--- src/rtl/vga_timing_if.sv ---
// Raster timing bundle between the timing generator and its consumers.
// The generator side (master) owns every timing output and samples en.
// The consumer side (slave) drives en and observes the raster.
interface vga_timing_if #(
  parameter int unsigned CNT_W   = 13,
  parameter int unsigned FRAME_W = 8
);

  logic               en;
  logic [CNT_W-1:0]   hcnt;
  logic [CNT_W-1:0]   vcnt;
  logic               hsync;
  logic               vsync;
  logic               visible_area;
  logic               line_start;
  logic               frame_start;
  logic [FRAME_W-1:0] frame_cnt;
  logic [CNT_W-1:0]   fetch_x;
  logic [CNT_W-1:0]   fetch_y;
  logic               fetch_valid;

  modport master (
    input  en,
    output hcnt,
    output vcnt,
    output hsync,
    output vsync,
    output visible_area,
    output line_start,
    output frame_start,
    output frame_cnt,
    output fetch_x,
    output fetch_y,
    output fetch_valid
  );

  modport slave (
    output en,
    input  hcnt,
    input  vcnt,
    input  hsync,
    input  vsync,
    input  visible_area,
    input  line_start,
    input  frame_start,
    input  frame_cnt,
    input  fetch_x,
    input  fetch_y,
    input  fetch_valid
  );

endinterface

--- src/rtl/vga_timing_gen.sv ---
// Parametrised VGA-style raster timing generator.
// A main (hcnt, vcnt) counter drives sync, visible-area and line/frame markers; a second
// counter pair runs LOOKAHEAD positions ahead so the fetch stage can issue reads early.
// Every output is a flop, decoded from the next counter value so that flags and position
// presented in the same cycle always agree.
module vga_timing_gen #(
  parameter int unsigned H_VISIBLE = 640,
  parameter int unsigned H_FP      = 16,
  parameter int unsigned H_SYNC    = 96,
  parameter int unsigned H_BP      = 48,
  parameter int unsigned V_VISIBLE = 480,
  parameter int unsigned V_FP      = 10,
  parameter int unsigned V_SYNC    = 2,
  parameter int unsigned V_BP      = 33,
  parameter bit          HSYNC_POL = 1'b0,
  parameter bit          VSYNC_POL = 1'b0,
  parameter int unsigned CNT_W     = 13,
  parameter int unsigned LOOKAHEAD = 2,
  parameter int unsigned FRAME_W   = 8
) (
  input  logic         pixel_clk,
  input  logic         rst,
  vga_timing_if.master bus
);

  localparam int unsigned H_TOTAL = H_VISIBLE + H_FP + H_SYNC + H_BP;
  localparam int unsigned V_TOTAL = V_VISIBLE + V_FP + V_SYNC + V_BP;

  localparam logic [CNT_W-1:0] H_LAST     = CNT_W'(H_TOTAL - 1);
  localparam logic [CNT_W-1:0] V_LAST     = CNT_W'(V_TOTAL - 1);
  localparam logic [CNT_W-1:0] H_VIS_END  = CNT_W'(H_VISIBLE);
  localparam logic [CNT_W-1:0] V_VIS_END  = CNT_W'(V_VISIBLE);
  localparam logic [CNT_W-1:0] H_SYNC_BEG = CNT_W'(H_VISIBLE + H_FP);
  localparam logic [CNT_W-1:0] H_SYNC_END = CNT_W'(H_VISIBLE + H_FP + H_SYNC);
  localparam logic [CNT_W-1:0] V_SYNC_BEG = CNT_W'(V_VISIBLE + V_FP);
  localparam logic [CNT_W-1:0] V_SYNC_END = CNT_W'(V_VISIBLE + V_FP + V_SYNC);
  localparam logic [CNT_W-1:0] FETCH_X0   = CNT_W'(LOOKAHEAD);
  localparam logic [CNT_W-1:0] CNT_ONE    = CNT_W'(1);

  // Elaboration-time sanity of the mode parameters.
  if (((H_TOTAL - 1) >> CNT_W) != 0) begin : g_h_total_chk
    $error("H_TOTAL does not fit in CNT_W bits");
  end
  if (((V_TOTAL - 1) >> CNT_W) != 0) begin : g_v_total_chk
    $error("V_TOTAL does not fit in CNT_W bits");
  end
  if (LOOKAHEAD >= H_TOTAL) begin : g_lookahead_chk
    $error("LOOKAHEAD must be below H_TOTAL");
  end

  // Sync level for a given column / line.
  function automatic logic hsync_lvl(input logic [CNT_W-1:0] x);
    return (x >= H_SYNC_BEG && x < H_SYNC_END) ? HSYNC_POL : ~HSYNC_POL;
  endfunction

  function automatic logic vsync_lvl(input logic [CNT_W-1:0] y);
    return (y >= V_SYNC_BEG && y < V_SYNC_END) ? VSYNC_POL : ~VSYNC_POL;
  endfunction

  function automatic logic in_visible(input logic [CNT_W-1:0] x, input logic [CNT_W-1:0] y);
    return (x < H_VIS_END) && (y < V_VIS_END);
  endfunction

  // Main raster position and frame count.
  logic [CNT_W-1:0]   h_q, h_d;
  logic [CNT_W-1:0]   v_q, v_d;
  logic [FRAME_W-1:0] frame_q, frame_d;

  // Look-ahead position, same wrap rules as the main counter.
  logic [CNT_W-1:0]   fx_q, fx_d;
  logic [CNT_W-1:0]   fy_q, fy_d;

  // Registered decodes.
  logic hsync_q, vsync_q, visible_q, line_start_q, frame_start_q, fetch_valid_q;

  logic h_wrap, v_wrap, fx_wrap, fy_wrap;

  // Next main position: column wraps into the next line, last line wraps into the next frame.
  always_comb begin
    h_wrap  = (h_q == H_LAST);
    v_wrap  = (v_q == V_LAST);
    h_d     = h_wrap ? '0 : h_q + CNT_ONE;
    v_d     = v_q;
    frame_d = frame_q;
    if (h_wrap) begin
      if (v_wrap) begin
        v_d     = '0;
        frame_d = frame_q + FRAME_W'(1);
      end else begin
        v_d = v_q + CNT_ONE;
      end
    end
  end

  // Next look-ahead position; kept as its own counter so no adder on the fetch path.
  always_comb begin
    fx_wrap = (fx_q == H_LAST);
    fy_wrap = (fy_q == V_LAST);
    fx_d    = fx_wrap ? '0 : fx_q + CNT_ONE;
    fy_d    = fy_q;
    if (fx_wrap) begin
      fy_d = fy_wrap ? '0 : fy_q + CNT_ONE;
    end
  end

  // Counter state; everything holds while en is low.
  always_ff @(posedge pixel_clk or posedge rst) begin
    if (rst) begin
      h_q     <= '0;
      v_q     <= '0;
      frame_q <= '0;
      fx_q    <= FETCH_X0;
      fy_q    <= '0;
    end else if (bus.en) begin
      h_q     <= h_d;
      v_q     <= v_d;
      frame_q <= frame_d;
      fx_q    <= fx_d;
      fy_q    <= fy_d;
    end
  end

  // Output flags decoded from the next position so they line up with hcnt/vcnt.
  always_ff @(posedge pixel_clk or posedge rst) begin
    if (rst) begin
      hsync_q       <= hsync_lvl('0);
      vsync_q       <= vsync_lvl('0);
      visible_q     <= in_visible('0, '0);
      line_start_q  <= 1'b1;
      frame_start_q <= 1'b1;
      fetch_valid_q <= in_visible(FETCH_X0, '0);
    end else if (bus.en) begin
      hsync_q       <= hsync_lvl(h_d);
      vsync_q       <= vsync_lvl(v_d);
      visible_q     <= in_visible(h_d, v_d);
      line_start_q  <= (h_d == '0);
      frame_start_q <= (h_d == '0) && (v_d == '0);
      fetch_valid_q <= in_visible(fx_d, fy_d);
    end
  end

  assign bus.hcnt         = h_q;
  assign bus.vcnt         = v_q;
  assign bus.hsync        = hsync_q;
  assign bus.vsync        = vsync_q;
  assign bus.visible_area = visible_q;
  assign bus.line_start   = line_start_q;
  assign bus.frame_start  = frame_start_q;
  assign bus.frame_cnt    = frame_q;
  assign bus.fetch_x      = fx_q;
  assign bus.fetch_y      = fy_q;
  assign bus.fetch_valid  = fetch_valid_q;

endmodule

--- src/flat_wrapper.sv ---
// flat-port wrapper written by rule: the top's interface ports become plain ports
module vga_timing_gen_flat 
#(
  parameter int unsigned H_VISIBLE = 640,
  parameter int unsigned H_FP      = 16,
  parameter int unsigned H_SYNC    = 96,
  parameter int unsigned H_BP      = 48,
  parameter int unsigned V_VISIBLE = 480,
  parameter int unsigned V_FP      = 10,
  parameter int unsigned V_SYNC    = 2,
  parameter int unsigned V_BP      = 33,
  parameter bit          HSYNC_POL = 1'b0,
  parameter bit          VSYNC_POL = 1'b0,
  parameter int unsigned CNT_W     = 13,
  parameter int unsigned LOOKAHEAD = 2,
  parameter int unsigned FRAME_W   = 8
)
  (pixel_clk, rst, bus_en, bus_hcnt, bus_vcnt, bus_hsync, bus_vsync, bus_visible_area, bus_line_start, bus_frame_start, bus_frame_cnt, bus_fetch_x, bus_fetch_y, bus_fetch_valid);
  vga_timing_if #(.CNT_W(CNT_W), .FRAME_W(FRAME_W)) bus_i ();
  input  logic pixel_clk;
  input  logic rst;
  input wire logic [$bits(bus_i.en)-1:0] bus_en;
  output wire logic [$bits(bus_i.hcnt)-1:0] bus_hcnt;
  output wire logic [$bits(bus_i.vcnt)-1:0] bus_vcnt;
  output wire logic [$bits(bus_i.hsync)-1:0] bus_hsync;
  output wire logic [$bits(bus_i.vsync)-1:0] bus_vsync;
  output wire logic [$bits(bus_i.visible_area)-1:0] bus_visible_area;
  output wire logic [$bits(bus_i.line_start)-1:0] bus_line_start;
  output wire logic [$bits(bus_i.frame_start)-1:0] bus_frame_start;
  output wire logic [$bits(bus_i.frame_cnt)-1:0] bus_frame_cnt;
  output wire logic [$bits(bus_i.fetch_x)-1:0] bus_fetch_x;
  output wire logic [$bits(bus_i.fetch_y)-1:0] bus_fetch_y;
  output wire logic [$bits(bus_i.fetch_valid)-1:0] bus_fetch_valid;
  assign bus_i.en = bus_en;
  assign bus_hcnt = bus_i.hcnt;
  assign bus_vcnt = bus_i.vcnt;
  assign bus_hsync = bus_i.hsync;
  assign bus_vsync = bus_i.vsync;
  assign bus_visible_area = bus_i.visible_area;
  assign bus_line_start = bus_i.line_start;
  assign bus_frame_start = bus_i.frame_start;
  assign bus_frame_cnt = bus_i.frame_cnt;
  assign bus_fetch_x = bus_i.fetch_x;
  assign bus_fetch_y = bus_i.fetch_y;
  assign bus_fetch_valid = bus_i.fetch_valid;
  vga_timing_gen #(.H_VISIBLE(H_VISIBLE), .H_FP(H_FP), .H_SYNC(H_SYNC), .H_BP(H_BP), .V_VISIBLE(V_VISIBLE), .V_FP(V_FP), .V_SYNC(V_SYNC), .V_BP(V_BP), .HSYNC_POL(HSYNC_POL), .VSYNC_POL(VSYNC_POL), .CNT_W(CNT_W), .LOOKAHEAD(LOOKAHEAD), .FRAME_W(FRAME_W)) u_core (.pixel_clk(pixel_clk), .rst(rst), .bus(bus_i));
endmodule
--- config.mk ---
export PLATFORM = sky130hd
export DESIGN_NAME = vga_timing_gen_flat
export DESIGN_NICKNAME = d
export VERILOG_FILES = /design/src/rtl/vga_timing_if.sv /design/src/rtl/vga_timing_gen.sv /design/src/flat_wrapper.sv
export SDC_FILE = /design/constraint.sdc
export NUM_CORES = 1
export LEC_CHECK = 0
export ABC_AREA = 1
export BUFFER_PORTS_ARGS = -buffer_cell sky130_fd_sc_hd__buf_2
export CORE_MARGIN = 4
export CORE_UTILIZATION = 33
export CTS_CLUSTER_SIZE = 10
export DETAILED_ROUTE_END_ITERATION = 6
export SYNTH_ARGS = -nofsm -noshare
export SYNTH_HDL_FRONTEND = slang
export SYNTH_SLANG_ARGS = --single-unit
--- constraint.sdc ---
create_clock -name pixel_clk -period 3 [get_ports pixel_clk]
set_input_delay 0 -clock pixel_clk [delete_from_list [all_inputs] [get_ports pixel_clk]]
set_output_delay 0 -clock pixel_clk [all_outputs]
set_load 0.02 [all_outputs]
After elaboration in Yosys (flattened, before gate mapping)
Cells that the tools add are included.

word-level totals
  register bits after elaboration = 66
  input port bits = 3
  output and inout bits = 66

operators by class
  add/sub/neg operators = 5
  magnitude comparators = 8
  equality and inequality tests = 4
  muxes and demuxes = 8
  reductions and logical operators = 8

operators by type and width
  operator                                                              count
  two-way mux 13 bit                                                    6
  adder 13 x 1 -> 13 bit (second input constant)                        4
  equality test 13 x 10 -> 1 bit (second input constant)                4
  < comparator 13 x 10 -> 1 bit (second input constant)                 3
  < comparator 13 x 9 -> 1 bit (second input constant)                  3
  zero test 13 bit                                                      2
  greater-or-equal comparator 13 x 10 -> 1 bit (second input constant)  1
  greater-or-equal comparator 13 x 9 -> 1 bit (second input constant)   1
  adder 8 x 1 -> 8 bit (second input constant)                          1
  logical AND 1 bit                                                     5
  AND reduction 3 bit                                                   1
  two-way mux 1 bit                                                     2

Logic depth before layout (Yosys ltp)
Gate-level depths: netlist (run 1).

  word-level depth = 6
  depth in mapped cells = 16

Worst setup path after synthesis (run 1)
OpenSTA, ideal clock, no wires.

  path type = flip-flop to flip-flop
  start = reg u_core.h_q[0] (netlist: u_core.bus.hcnt[0])
  end = reg u_core.frame_q[7] (netlist: u_core.bus.frame_cnt[7])
  data arrival time = 1861 ps
  path slack = 1022 ps
  stages on the path, launching flop included = 13
  clock period less this slack = 1978 ps
  path through = dfrtp_1 -> ha_1 -> nand2_4 -> nor2_8 -> nand2_4 -> nor2_8 -> nand2_4 -> nor3_2 -> nand3_1 -> nor2_1 -> nand2_1 -> nand2_1 -> nand2_1

on the way
  longest elaborated chain between the ends = 2

ends and longest elaborated chain
  item                            RTL line               source
  start, declared                 vga_timing_gen.sv:65   logic [CNT_W-1:0] h_q, h_d;
  start signal, assigned          vga_timing_gen.sv:109  h_q <= '0;
  start signal, assigned          vga_timing_gen.sv:115  h_q <= h_d;
  equality test 13 x 10 -> 1 bit  vga_timing_gen.sv:80   h_wrap = (h_q == H_LAST);
  AND reduction 3 bit (no line)   --
  end signal, assigned            vga_timing_gen.sv:117  frame_q <= frame_d;
  end, declared                   vga_timing_gen.sv:67   logic [FRAME_W-1:0] frame_q, frame_d;

Every way passes these cells.
A chain may end at the register's enable or synchronous reset.

Final worst setup path (run 1)
  start = reg u_core.h_q[0] (netlist: u_core.bus.hcnt[0])
  end = reg u_core.frame_start_q (netlist: u_core.bus.frame_start)

on the way
  longest elaborated chain between the ends = 4

ends and longest elaborated chain
  item                                                                      RTL line                                    source
  adder 13 x 1 -> 13 bit or equality test 13 x 10 -> 1 bit (tied branches)  vga_timing_gen.sv:82, vga_timing_gen.sv:80
  two-way mux 13 bit (on tied branches)                                     vga_timing_gen.sv:82, vga_timing_gen.sv:85
  zero test 13 bit                                                          vga_timing_gen.sv:137                       frame_start_q <= (h_d == '0) && (v_d == '0);
  logical AND 1 bit *                                                       vga_timing_gen.sv:137
  end signal, assigned                                                      vga_timing_gen.sv:137
  end, declared                                                             vga_timing_gen.sv:74                        logic hsync_q, vsync_q, visible_q, line_start_q, frame_start_q, fetch_valid_q;

Mark *: on every way between the ends. The rest lies on a longest branch, timed or not.

==> results by group, run 1 <==
Status
  • Status: finished, final reports clean

Pwr
  • Seq pwr share: 38.0%
  • Psw: 1.36 mW
  • Worst IR Drop VDD: 0.371 mV
  • Switch share: 39.2%
  • Combinational share of power: 31.4%
  • PwrDens: 664 nW/µm²
  • Internal: 2.11 mW
  • Clock power frac: 30.6%
  • Static Leakage: 2.72 nW

Synthesis
  • Main area contributors after synthesis: dfrtp_1 (34%), nand2_1 (17%), inv_1 (6.7%)
  • Synth Cell Area: 4400 µm²
  • Mapped Nets: 661
  • Share of the synthesized area in the top cell type: 33.6%
  • Most common cell in the netlist: nand2_1
  • Netlist cell types: 33
  • Synthesized instance count: 651
  • Ys async rst share: 100%
  • Synth Register Bits: 66
  • Yosys Warn Count: 0
  • Seq/Total Area, Yosys: 37.8%
  • Synth area leader: dfrtp_1
  • Top_reg_cell synth: dfrtp_1
  • Post-synth EDFFs: 0
  • Synth top cells by count: nand2_1 (205), inv_1 (78), nor2_1 (75)
  • Syn Area/Cell: 6.76 µm²

Finish
  • Final instance count without filler cells: 897
  • Final nets: 730
  • # diodes: 0
  • Area grow syn2layout: 18.6%
  • Layout cell share with drive strength beyond 1: 16.6%

Hold path
  • Min-delay worst type: in -> reg
  • Hold_sp: bus_en

Setup path
  • Crit. Startpoint: u_core.bus.hcnt[0]
  • Reg2reg end: u_core.bus.frame_start
  • R2r setup slk: 0.73 ns
  • Crit Path Max Fanout: 12
  • Reg2reg path depth: 13
  • Critical path class: reg -> reg
  • Slowest CP cell: dfrtp_1
  • Critical Path Sink: u_core.bus.frame_start
  • Worst endpoint required time: 3.28 ns
  • Startpoint types: flip-flop
  • Arrival @ worst endpoint: 2.55 ns
  • Top cell by count, worst path: nand2_1
  • Critical path cell sequence: ha_1, nand2_4, nor2_4, inv_2, nor2_2, nand2_1, nand2_1, nand3_1, nor2_1, nand3_1, nor2_1, nand2_1, nand2_1
  • Reg-to-Reg Start: u_core.bus.hcnt[0]
  • Crit. End Element: flip-flop
  • CP peak stage delay: 0.45 ns

Drt
  • DR pass1 iterations: 5
  • # DRC: 0
  • DRT antenna net count: 0
  • Via count: 4280
  • Routed vias/inst: 4.77
  • Total detailed-routing wirelength: 11.7 mm
  • 1st-iter DRT viols: 249
  • WL/cell: 13.1 µm

CTS
  • Worst-path clk slew: 0.05 ns
  • Clock Latency Late Sink: 0.34 ns
  • CTS sink count: 66
  • Root buf cell: clkbuf_16
  • Clk buf depth: 2
  • Postcts setup bufs: 0
  • Htree depth: 3
  • CTS buffer count: 9
  • Clock tree from TritonCTS: built

Placed design
  • Port bufs: 68
  • Routability cong.: 0.910
  • Hpwl dp: 8.79 mm
  • Inst Count DP: 880

STA
  • Min cycle time layout: 2.27 ns
  • Achievable clock frequency: 440 MHz
  • Fin crit share: 75.7%
  • Worst slew pin tran: 0.559 ns
  • Setup TNS: 0 ns
  • Setup-failing EPs final: 0
  • Max-slew headroom: 62.7%
  • Max Transition Viols Final: 0
  • Hold Vio Cnt, Final: 0
  • RSZ-0062 raised after global routing: no
  • Skew final: 0.00518 ns

GRT
  • Total gr overflow: 0
  • First-pass GRT wire length: 19.8 mm
  • GR Util All Layers: 16.6%
  • Number of global-route vias before repair: 3955
  • Initial antenna violation count: 0
  • Largest net degree at the start of global routing: 63

Die
  • Die Wd: 123 µm
  • I/O pin total: 69
  • Core footprint: 12800 µm²
  • Die area: 15200 µm²
  • Num rows: 41
  • Die height: 123 µm
  • Initial Utilization: 34.3%

Flow run
  • Total of max-cap violations: 0
power groups by stage:
| stage | logic, mW | clock network (mW) | registers [mW] |
|---|---|---|---|
| CTS | 1.10 | 1.09 | 1.31 |
| global route | 1.23 | 1.13 | 1.35 |
| floorplan | 0.603 | 0 | 1.45 |
| detailed placement | 1.09 | 0 | 1.33 |
| global placement | 1.10 | 0 | 1.33 |
| finish | 1.09 | 1.06 | 1.32 |
cell type report:
type,instances,area [µm²]
multi-input combinational,486,2350
clock inverter,2,35.0
timing repair buffer,73,380
sequential,66,1660
clock buffer,14,264
fill,1355,7610
inverter,84,315
tap,172,215
worst min path at each step:
stage / end / slack [ns] / cells after the start
3_5_place_dp: u_core.bus.hcnt[4] / 0.03 / 2
4_1_cts: u_core.bus.fetch_x[1] / 0.1 / 3
2_1_floorplan: bus_hsync / 0.38 / 0
6_report: u_core.bus.fetch_x[1] / 0.1 / 3
5_1_grt: u_core.bus.hsync / 0.13 / 3
3_3_place_gp: u_core.bus.hcnt[4] / 0.02 / 2
worst max-delay path, delay by kind of cell, from the launching register on:
kind,cells,cell delay (ns)
adder cells (fa/ha/maj),1,0.27
buffers and inverters,1,0.06
flip-flops,1,0.45
AND/OR/NAND/NOR,11,1.44
state kept, by name, indices dropped and copies added, names as in the netlist:
signal and count:
u_core.bus.fetch_valid 1, u_core.bus.fetch_x 13, u_core.bus.fetch_y 13, u_core.bus.frame_cnt 8, u_core.bus.frame_start 1, u_core.bus.hcnt 13
u_core.bus.hsync 1, u_core.bus.line_start 1, u_core.bus.vcnt 13, u_core.bus.visible_area 1, u_core.bus.vsync 1
layer usage:
| layer | wire, µm | GRT usage (%) | vias to the layer above |
|---|---|---|---|
| li1 | - | - | 2204 |
| met1 | 5720 | 23.7 | 1935 |
| met2 | 5090 | 24.4 | 125 |
| met3 | 666 | 3.84 | 16 |
| met4 | 242 | 6.16 | 0 |
| met5 | 0 | 0 | - |
logic make-up after synthesis:
family	count (synthesis)	share of synthesized area (%)
compound gates	63	7.25
fa+ha+maj	7	1.99
flops	66	37.8
mux	1	0.256
simple gates	396	40.1
buf+inv	99	8.88
xor+xnor	19	3.78
layout by cell type, fill, tap and decap left out:
cell and count:
and2_1 1, bufinv_16 1, xor2_1 13, clkinv_1 2, clkinv_2 1, nor2_4 3, buf_4 4, clkbuf_8 2
ha_1 7, nand2b_1 1, clkbuf_1 3, nor2_1 75, o21ai_1 4, nor4_1 1, dfstp_2 7, nand2_2 4
o21ai_0 51, nand2_1 205, nor2_8 2, nand4_1 17, a31oi_1 1, inv_1 77, o21a_1 1, clkbuf_16 9
xnor2_1 6, a21oi_1 6, nand3_2 4, inv_2 5, nor2_2 5, nor3_2 1, dlygate4sd3_1 1, mux2_2 1
nand2_4 3, nand3b_1 1, nor3_1 16, dfrtp_1 59, buf_2 68, nand3_1 57
repair_timing:
item / in CTS / in global routing
hold buffers: 1 / 0
resized for setup: 0 / 0
endpoints found under the hold margin: 17 / 0
setup endpoints to repair: 0 / 0
stage by stage:
step	cell area [µm²]	utilization, %	setup slack, ns	power [mW]	hold slack [ns]
floorplan	4400	-	1.02	2.05	0.378
global placement	4910	38.3	0.872	2.43	0.0241
detailed placement	4910	38.3	0.758	2.42	0.0286
CTS	5220	40.7	0.735	3.51	0.0989
global route	5220	40.7	0.522	3.71	0.125
finish	5220	40.7	0.729	3.47	0.0984
Note: power is estimated with default switching activity, not from simulation.
==> inputs of run 2 (changes only) <==
--- a/config.mk
+++ b/config.mk
@@ -5,7 +5,7 @@
 export SDC_FILE = /design/constraint.sdc
 export NUM_CORES = 1
 export LEC_CHECK = 0
-export ABC_AREA = 1
+export ABC_AREA = 0
 export BUFFER_PORTS_ARGS = -buffer_cell sky130_fd_sc_hd__buf_2
 export CORE_MARGIN = 4
 export CORE_UTILIZATION = 33
==> constraint.sdc (replaced) <==
create_clock -name pixel_clk -period 1.98 [get_ports pixel_clk]
set_input_delay 0 -clock pixel_clk [delete_from_list [all_inputs] [get_ports pixel_clk]]
set_output_delay 0 -clock pixel_clk [all_outputs]
set_load 0.02 [all_outputs]
==> run 2 against run 1 <==
  * The run now ends with setup timing left
  * Worst setup slack got worse by 1.2 ns
  * Cell area is 27% higher
  * Via count grew 6.9%
  * Combinational power grew 4%
  * Total power increased by 32%
  * Final cell count is 5.7% lower
  * First-iteration DRC count up 54%
  * Register-to-register slack worse by 1.2 ns
  * Utilization is 14 points higher
==> results by group, run 2 <==
CTS
  • Clock Latency Late Sink: 0.34 ns
  • Htree depth: 3
  • Worst-path clk slew: 0.06 ns
  • CTS buffer count: 9
  • Clock tree from TritonCTS: built
  • Clk buf depth: 2
  • CTS sink count: 66
  • Root buf cell: clkbuf_16

Flow run
  • Total of max-cap violations: 0

Synthesis
  • Yosys Warn Count: 0
  • Main area contributors after synthesis: dfrtp_1 (36%), xnor2_1 (6.6%), nand2_1 (5.3%)
  • Ys async rst share: 100%
  • Top_reg_cell synth: dfrtp_1
  • Share of the synthesized area in the top cell type: 35.6%
  • Netlist cell types: 60
  • Mapped Nets: 493
  • Synth top cells by count: dfrtp_1 (59), nand2_1 (59), o21ai_0 (44)
  • Synth Register Bits: 66
  • Post-synth EDFFs: 0
  • Synth Cell Area: 4140 µm²
  • Syn Area/Cell: 8.57 µm²
  • Synthesized instance count: 483
  • Synth area leader: dfrtp_1
  • Seq/Total Area, Yosys: 40.1%

Finish
  • # diodes: 0
  • Area grow syn2layout: 59.9%
  • Layout cell share with drive strength beyond 1: 46.9%
  • Final nets: 683
  • Commonest non-fill, non-tap cell in the layout: buf_4
  • Most frequent cells in the layout: buf_4 (108), buf_2 (68), nand2_1 (56)

STA
  • Min cycle time layout: 2.43 ns
  • Worst slew pin tran: 0.511 ns
  • Worst hold slack: 0.218 ns
  • Skew final: 0.00437 ns
  • Hold Vio Cnt, Final: 0
  • Setup-failing EPs final: 24
  • Achievable clock frequency: 411 MHz
  • RSZ-0062 raised after global routing: yes
  • Final WS setup: -0.451 ns
  • Max-slew headroom: 65.7%
  • Max Transition Viols Final: 0
  • Fin crit share: 123%

Setup path
  • Crit Path Max Fanout: 2
  • Worst path top cell family by delay: simple AND/OR/NAND/NOR gates
  • Slowest CP cell: or4_4
  • Critical path class: reg -> reg
  • CP peak stage delay: 0.53 ns
  • Critical path cell sequence: or3_4, or4_4, nor3_2, nor2_2, or4b_1, o32a_1
  • Arrival @ worst endpoint: 2.70 ns
  • Critical path buffer and inverter count: 0
  • Worst endpoint required time: 2.25 ns
  • Startpoint types: flip-flop
  • Crit. End Element: flip-flop

Drt
  • WL/cell: 16.6 µm
  • 1st-iter DRT viols: 384
  • Routed vias/inst: 5.41
  • # DRC: 0
  • Total detailed-routing wirelength: 14.0 mm
  • DRT antenna net count: 0
  • DR pass1 iterations: 4
  • Via count: 4577

GRT
  • First-pass GRT wire length: 23.0 mm
  • Initial antenna violation count: 0
  • Largest net degree at the start of global routing: 49
  • Number of global-route vias before repair: 4611
  • Most Crowded Layer GR: met2
  • GR Util All Layers: 19.6%
  • Total gr overflow: 0
  • GR met3 Demand/Resource: 4.10%
  • GR Util met1: 25.8%
  • Met2 Use GR: 30.6%

Die
  • Die height: 120 µm
  • Core footprint: 12200 µm²
  • I/O pin total: 69
  • Die area: 14400 µm²
  • Initial Utilization: 34.1%
  • Num rows: 40
  • Die Wd: 120 µm

Placed design
  • Hpwl dp: 9.59 mm
  • Port bufs: 68
  • Routability cong.: 0.908
  • Pre-CTS WS: -0.466 ns

Pwr
  • PwrDens: 692 nW/µm²
  • Worst IR Drop VDD: 0.558 mV
  • PnR Total Power: 4.58 mW
  • Static Leakage: 3.00 nW

Status
  • Failing checks: setup timing
  • Status: complete, but fails checks

Hold path
  • Min-delay worst type: in -> async
run 2: per-stage QoR:
step | std cells | util [%] | setup TNS, ns | instance area, µm²
floorplan | 483 | - | -6.29 | 4360
global placement | 806 | 46.2 | -3.59 | 5620
detailed placement | 806 | 46.2 | -4.58 | 5620
CTS | 839 | 51.9 | -4.08 | 6310
global route | 846 | 54.5 | -7.69 | 6620
finish | 846 | 54.5 | -4.46 | 6620
run 2: logic make-up (layout without fill, tap and decap cells):
| family | Yosys count | in the layout | synth area share, % |
|---|---|---|---|
| AND/OR/NAND/NOR | 224 | 224 | 29.3 |
| AO/OA/AOI/OAI | 94 | 94 | 14.1 |
| flip-flops | 66 | 66 | 40.1 |
| buffers and inverters | 45 | 240 | 4.20 |
| XOR/XNOR | 39 | 39 | 8.25 |
| adder cells (fa/ha/maj) | 8 | 8 | 2.36 |
| multiplexers | 7 | 7 | 1.72 |
run 2: cell type report:
type,count,area [µm²]
fillers,1079,5540
flip-flops and latches,66,1680
multi-input cells,372,2780
well taps,168,210
clock inverters,7,125
inverters,15,56.3
repair buffers,209,1550
clock buffers,9,225
run 2: path summary, 6_finish.rpt:
path | from | endpoint | slack [ns] | depth (start not counted)
max | u_core.bus.hcnt[6] | u_core.bus.vsync | -0.45 | 6
min | rst | u_core.bus.vcnt[7] | 0.22 | 3
max reg2reg | u_core.bus.hcnt[6] | u_core.bus.vsync | -0.45 | 6
min reg2reg | u_core.bus.frame_cnt[7] | u_core.bus.frame_cnt[7] | 0.46 | 1
max in group asynchronous | rst | u_core.bus.vsync | 1.09 | 4
min in group pixel_clk | u_core.bus.frame_cnt[7] | u_core.bus.frame_cnt[7] | 0.46 | 1
run 2: tightest hold or removal path: stages:
cell	delay, ns
dlygate4sd3_1	0.53
buf_2	0.13
inv_2	0.33
run 2: routing by layer:
| metal | up-vias | wire length (µm) | part of all wire (%) |
|---|---|---|---|
| met5 | - | 0 | 0 |
| met4 | 0 | 455 | 3.2 |
| met3 | 39 | 942 | 6.7 |
| met2 | 181 | 6640 | 47 |
| met1 | 2214 | 6010 | 43 |
| li1 | 2143 | - | - |
run 2: repair_timing:
| action | in CTS | in global routing |
|---|---|---|
| pin swaps | 17 | 17 |
| endpoints found under the setup margin | 26 | 37 |
| hold buffers | 2 | 0 |
| gates resized for setup | 41 | 64 |
| endpoints found under the hold margin | 17 | 0 |
| setup buffers | 15 | 13 |
run 2: power by group:
group	total (mW)	leakage, nW	internal [mW]	switching [mW]
Sequential	1.56	0.831	1.47	0.0877
Clock	1.90	0.171	1.24	0.657
Combinational	1.13	2.00	0.473	0.654
==> inputs of run 3 (changes only) <==
--- a/config.mk
+++ b/config.mk
@@ -6,7 +6,7 @@
 export NUM_CORES = 1
 export LEC_CHECK = 0
 export ABC_AREA = 0
-export BUFFER_PORTS_ARGS = -buffer_cell sky130_fd_sc_hd__buf_2
+export BUFFER_PORTS_ARGS = -buffer_cell sky130_fd_sc_hd__buf_4
 export CORE_MARGIN = 4
 export CORE_UTILIZATION = 33
 export CTS_CLUSTER_SIZE = 10
==> run 3 against run 2 <==
  * The flow still finishes with violations (setup timing)
  * Flip-flop and latch count unchanged
  * Clock skew up 0.00061 ns
  * Worst setup slack better by 0.020 ns
  * Total power down 5.1%
  * Via count down 0.61%
  * First-iteration DRC count down 27%
  * Die area unchanged
  * Utilization up 0.57 points
  * Critical path depth up 1
  * Register-to-register slack better by 0.02 ns
  * Sequential power about the same
  * Global-route usage down 0.36 points
  * Critical endpoint is now u_core.bus.frame_start
  * Largest cell class unchanged
==> results by group, run 3 (same netlist as run 2, synthesis figures left out) <==
Status
  • Status: complete, but fails checks
  • Failing checks: setup timing

GRT
  • Number of global-route vias before repair: 4538
  • First-pass GRT wire length: 22.6 mm
  • Initial antenna violation count: 0
  • GR Util All Layers: 19.3%
  • Total gr overflow: 0
  • Largest net degree at the start of global routing: 49

CTS
  • Root buf cell: clkbuf_16
  • Clock Latency Late Sink: 0.34 ns
  • CTS sink count: 66
  • CTS buffer count: 9
  • Clk buf depth: 2
  • Htree depth: 3
  • Clock tree from TritonCTS: built
  • Worst-path clk slew: 0.06 ns

Drt
  • Total detailed-routing wirelength: 13.8 mm
  • 1st-iter DRT viols: 281
  • DRT antenna net count: 0
  • Routed vias/inst: 5.36
  • # DRC: 0
  • Via count: 4549
  • DR pass1 iterations: 5
  • WL/cell: 16.2 µm

Setup path
  • Arrival @ worst endpoint: 2.66 ns
  • Critical path cell sequence: buf_4, nand4bb_4, or4_4, or4_4, a32oi_1, nand4_1, o32ai_2
  • Worst endpoint required time: 2.23 ns
  • Slowest CP cell: or4_4
  • CP peak stage delay: 0.55 ns
  • Crit Path Max Fanout: 2
  • Crit. End Element: flip-flop
  • Critical path class: reg -> reg
  • Top cell by count, worst path: or4_4
  • Startpoint types: flip-flop

Die
  • Num rows: 40
  • Die area: 14400 µm²
  • Initial Utilization: 34.1%
  • Die Wd: 120 µm
  • I/O pin total: 69
  • Core footprint: 12200 µm²
  • Die height: 120 µm

Pwr
  • Worst IR Drop VDD: 0.422 mV
  • Static Leakage: 3.00 nW
  • PwrDens: 650 nW/µm²

Hold path
  • Min-delay worst type: in -> async

STA
  • Final WS setup: -0.431 ns
  • Skew final: 0.00498 ns
  • Setup-failing EPs final: 26
  • Fin crit share: 122%
  • Max-slew headroom: 65.7%
  • Worst slew pin tran: 0.510 ns
  • Min cycle time layout: 2.41 ns
  • Achievable clock frequency: 415 MHz
  • Max Transition Viols Final: 0
  • Hold Vio Cnt, Final: 0
  • RSZ-0062 raised after global routing: yes

Finish
  • Most frequent cells in the layout: buf_4 (187), nand2_1 (56), dfrtp_1 (47)
  • # diodes: 0
  • Area grow syn2layout: 61.6%
  • Layout cell share with drive strength beyond 1: 47.4%
  • Final instance count without filler cells: 849
  • Commonest non-fill, non-tap cell in the layout: buf_4
  • Final nets: 686

Flow run
  • Total of max-cap violations: 0

Placed design
  • Hpwl dp: 9.77 mm
  • Routability cong.: 0.925
  • Inst Count DP: 806
  • Pre-CTS WS: -0.468 ns
  • Port bufs: 68
[run 3: report_power, final]
group,internal (mW),switching [mW]
Combinational,0.517,0.642
Clock,0.983,0.657
Sequential,1.47,0.0819
Total,2.97,1.38
[run 3: layout make-up]
| cell class | count | area [µm²] |
|---|---|---|
| clock inverter | 7 | 78.8 |
| multi-input combinational | 372 | 2750 |
| inverter | 15 | 56.3 |
| timing repair buffer | 212 | 1700 |
| clock buffer | 9 | 225 |
| sequential | 66 | 1680 |
| fill | 1068 | 5470 |
| tap | 168 | 210 |
[run 3: path summary, 6_finish.rpt]
path                                             from                      to  slack, ns  depth (start not counted)
worst max-delay path               u_core.bus.hcnt[5]  u_core.bus.frame_start      -0.43                          7
max in group asynchronous                         rst   u_core.bus.fetch_x[1]       1.09                          4
worst max register to register     u_core.bus.hcnt[5]  u_core.bus.frame_start      -0.43                          7
min in group pixel_clk          u_core.bus.line_start   u_core.bus.line_start       0.47                          2
worst min register to register  u_core.bus.line_start   u_core.bus.line_start       0.47                          2
worst min-delay path                              rst      u_core.bus.vcnt[6]       0.24                          3
[run 3: what timing repair did]
| item | CTS | global route |
|---|---|---|
| endpoints found under the hold margin | 17 | 0 |
| hold buffers | 2 | 0 |
| setup buffers | 21 | 4 |
| pin swaps | 23 | 18 |
| setup endpoints to repair | 29 | 38 |
| gates resized for setup | 57 | 33 |
[run 3: worst max-delay path, delay by kind of cell (launching register included)]
kind | cells | cell delay, ns
buffers and inverters | 1 | 0.14
AND/OR/NAND/NOR | 4 | 1.34
flip-flops | 1 | 0.38
AO/OA/AOI/OAI | 2 | 0.48
[run 3: through the flow]
stage | setup TNS [ns] | area (µm²) | util (%) | power [mW] | hold WS [ns]
4_1_cts | -4.00 | 6520 | 53.6 | 4.34 | 0.259
6_report | -4.29 | 6690 | 55.0 | 4.35 | 0.238
5_1_grt | -6.50 | 6690 | 55.0 | 4.58 | 0.288
3_3_place_gp | -3.64 | 5790 | 47.6 | 2.66 | 0.0378
3_5_place_dp | -5.13 | 5790 | 47.6 | 2.68 | 0.0487
2_1_floorplan | -6.29 | 4360 | - | 2.19 | 0.192
[run 3: metal layers]
layer  up-vias  global-route usage, %  part of all wire (%)
li1       2155                      -                     -
met1      2210                   25.6                    45
met2       161                   30.8                    47
met3        23                   3.96                   5.7
met4         0                   7.30                   2.3
met5         -                      0                     0
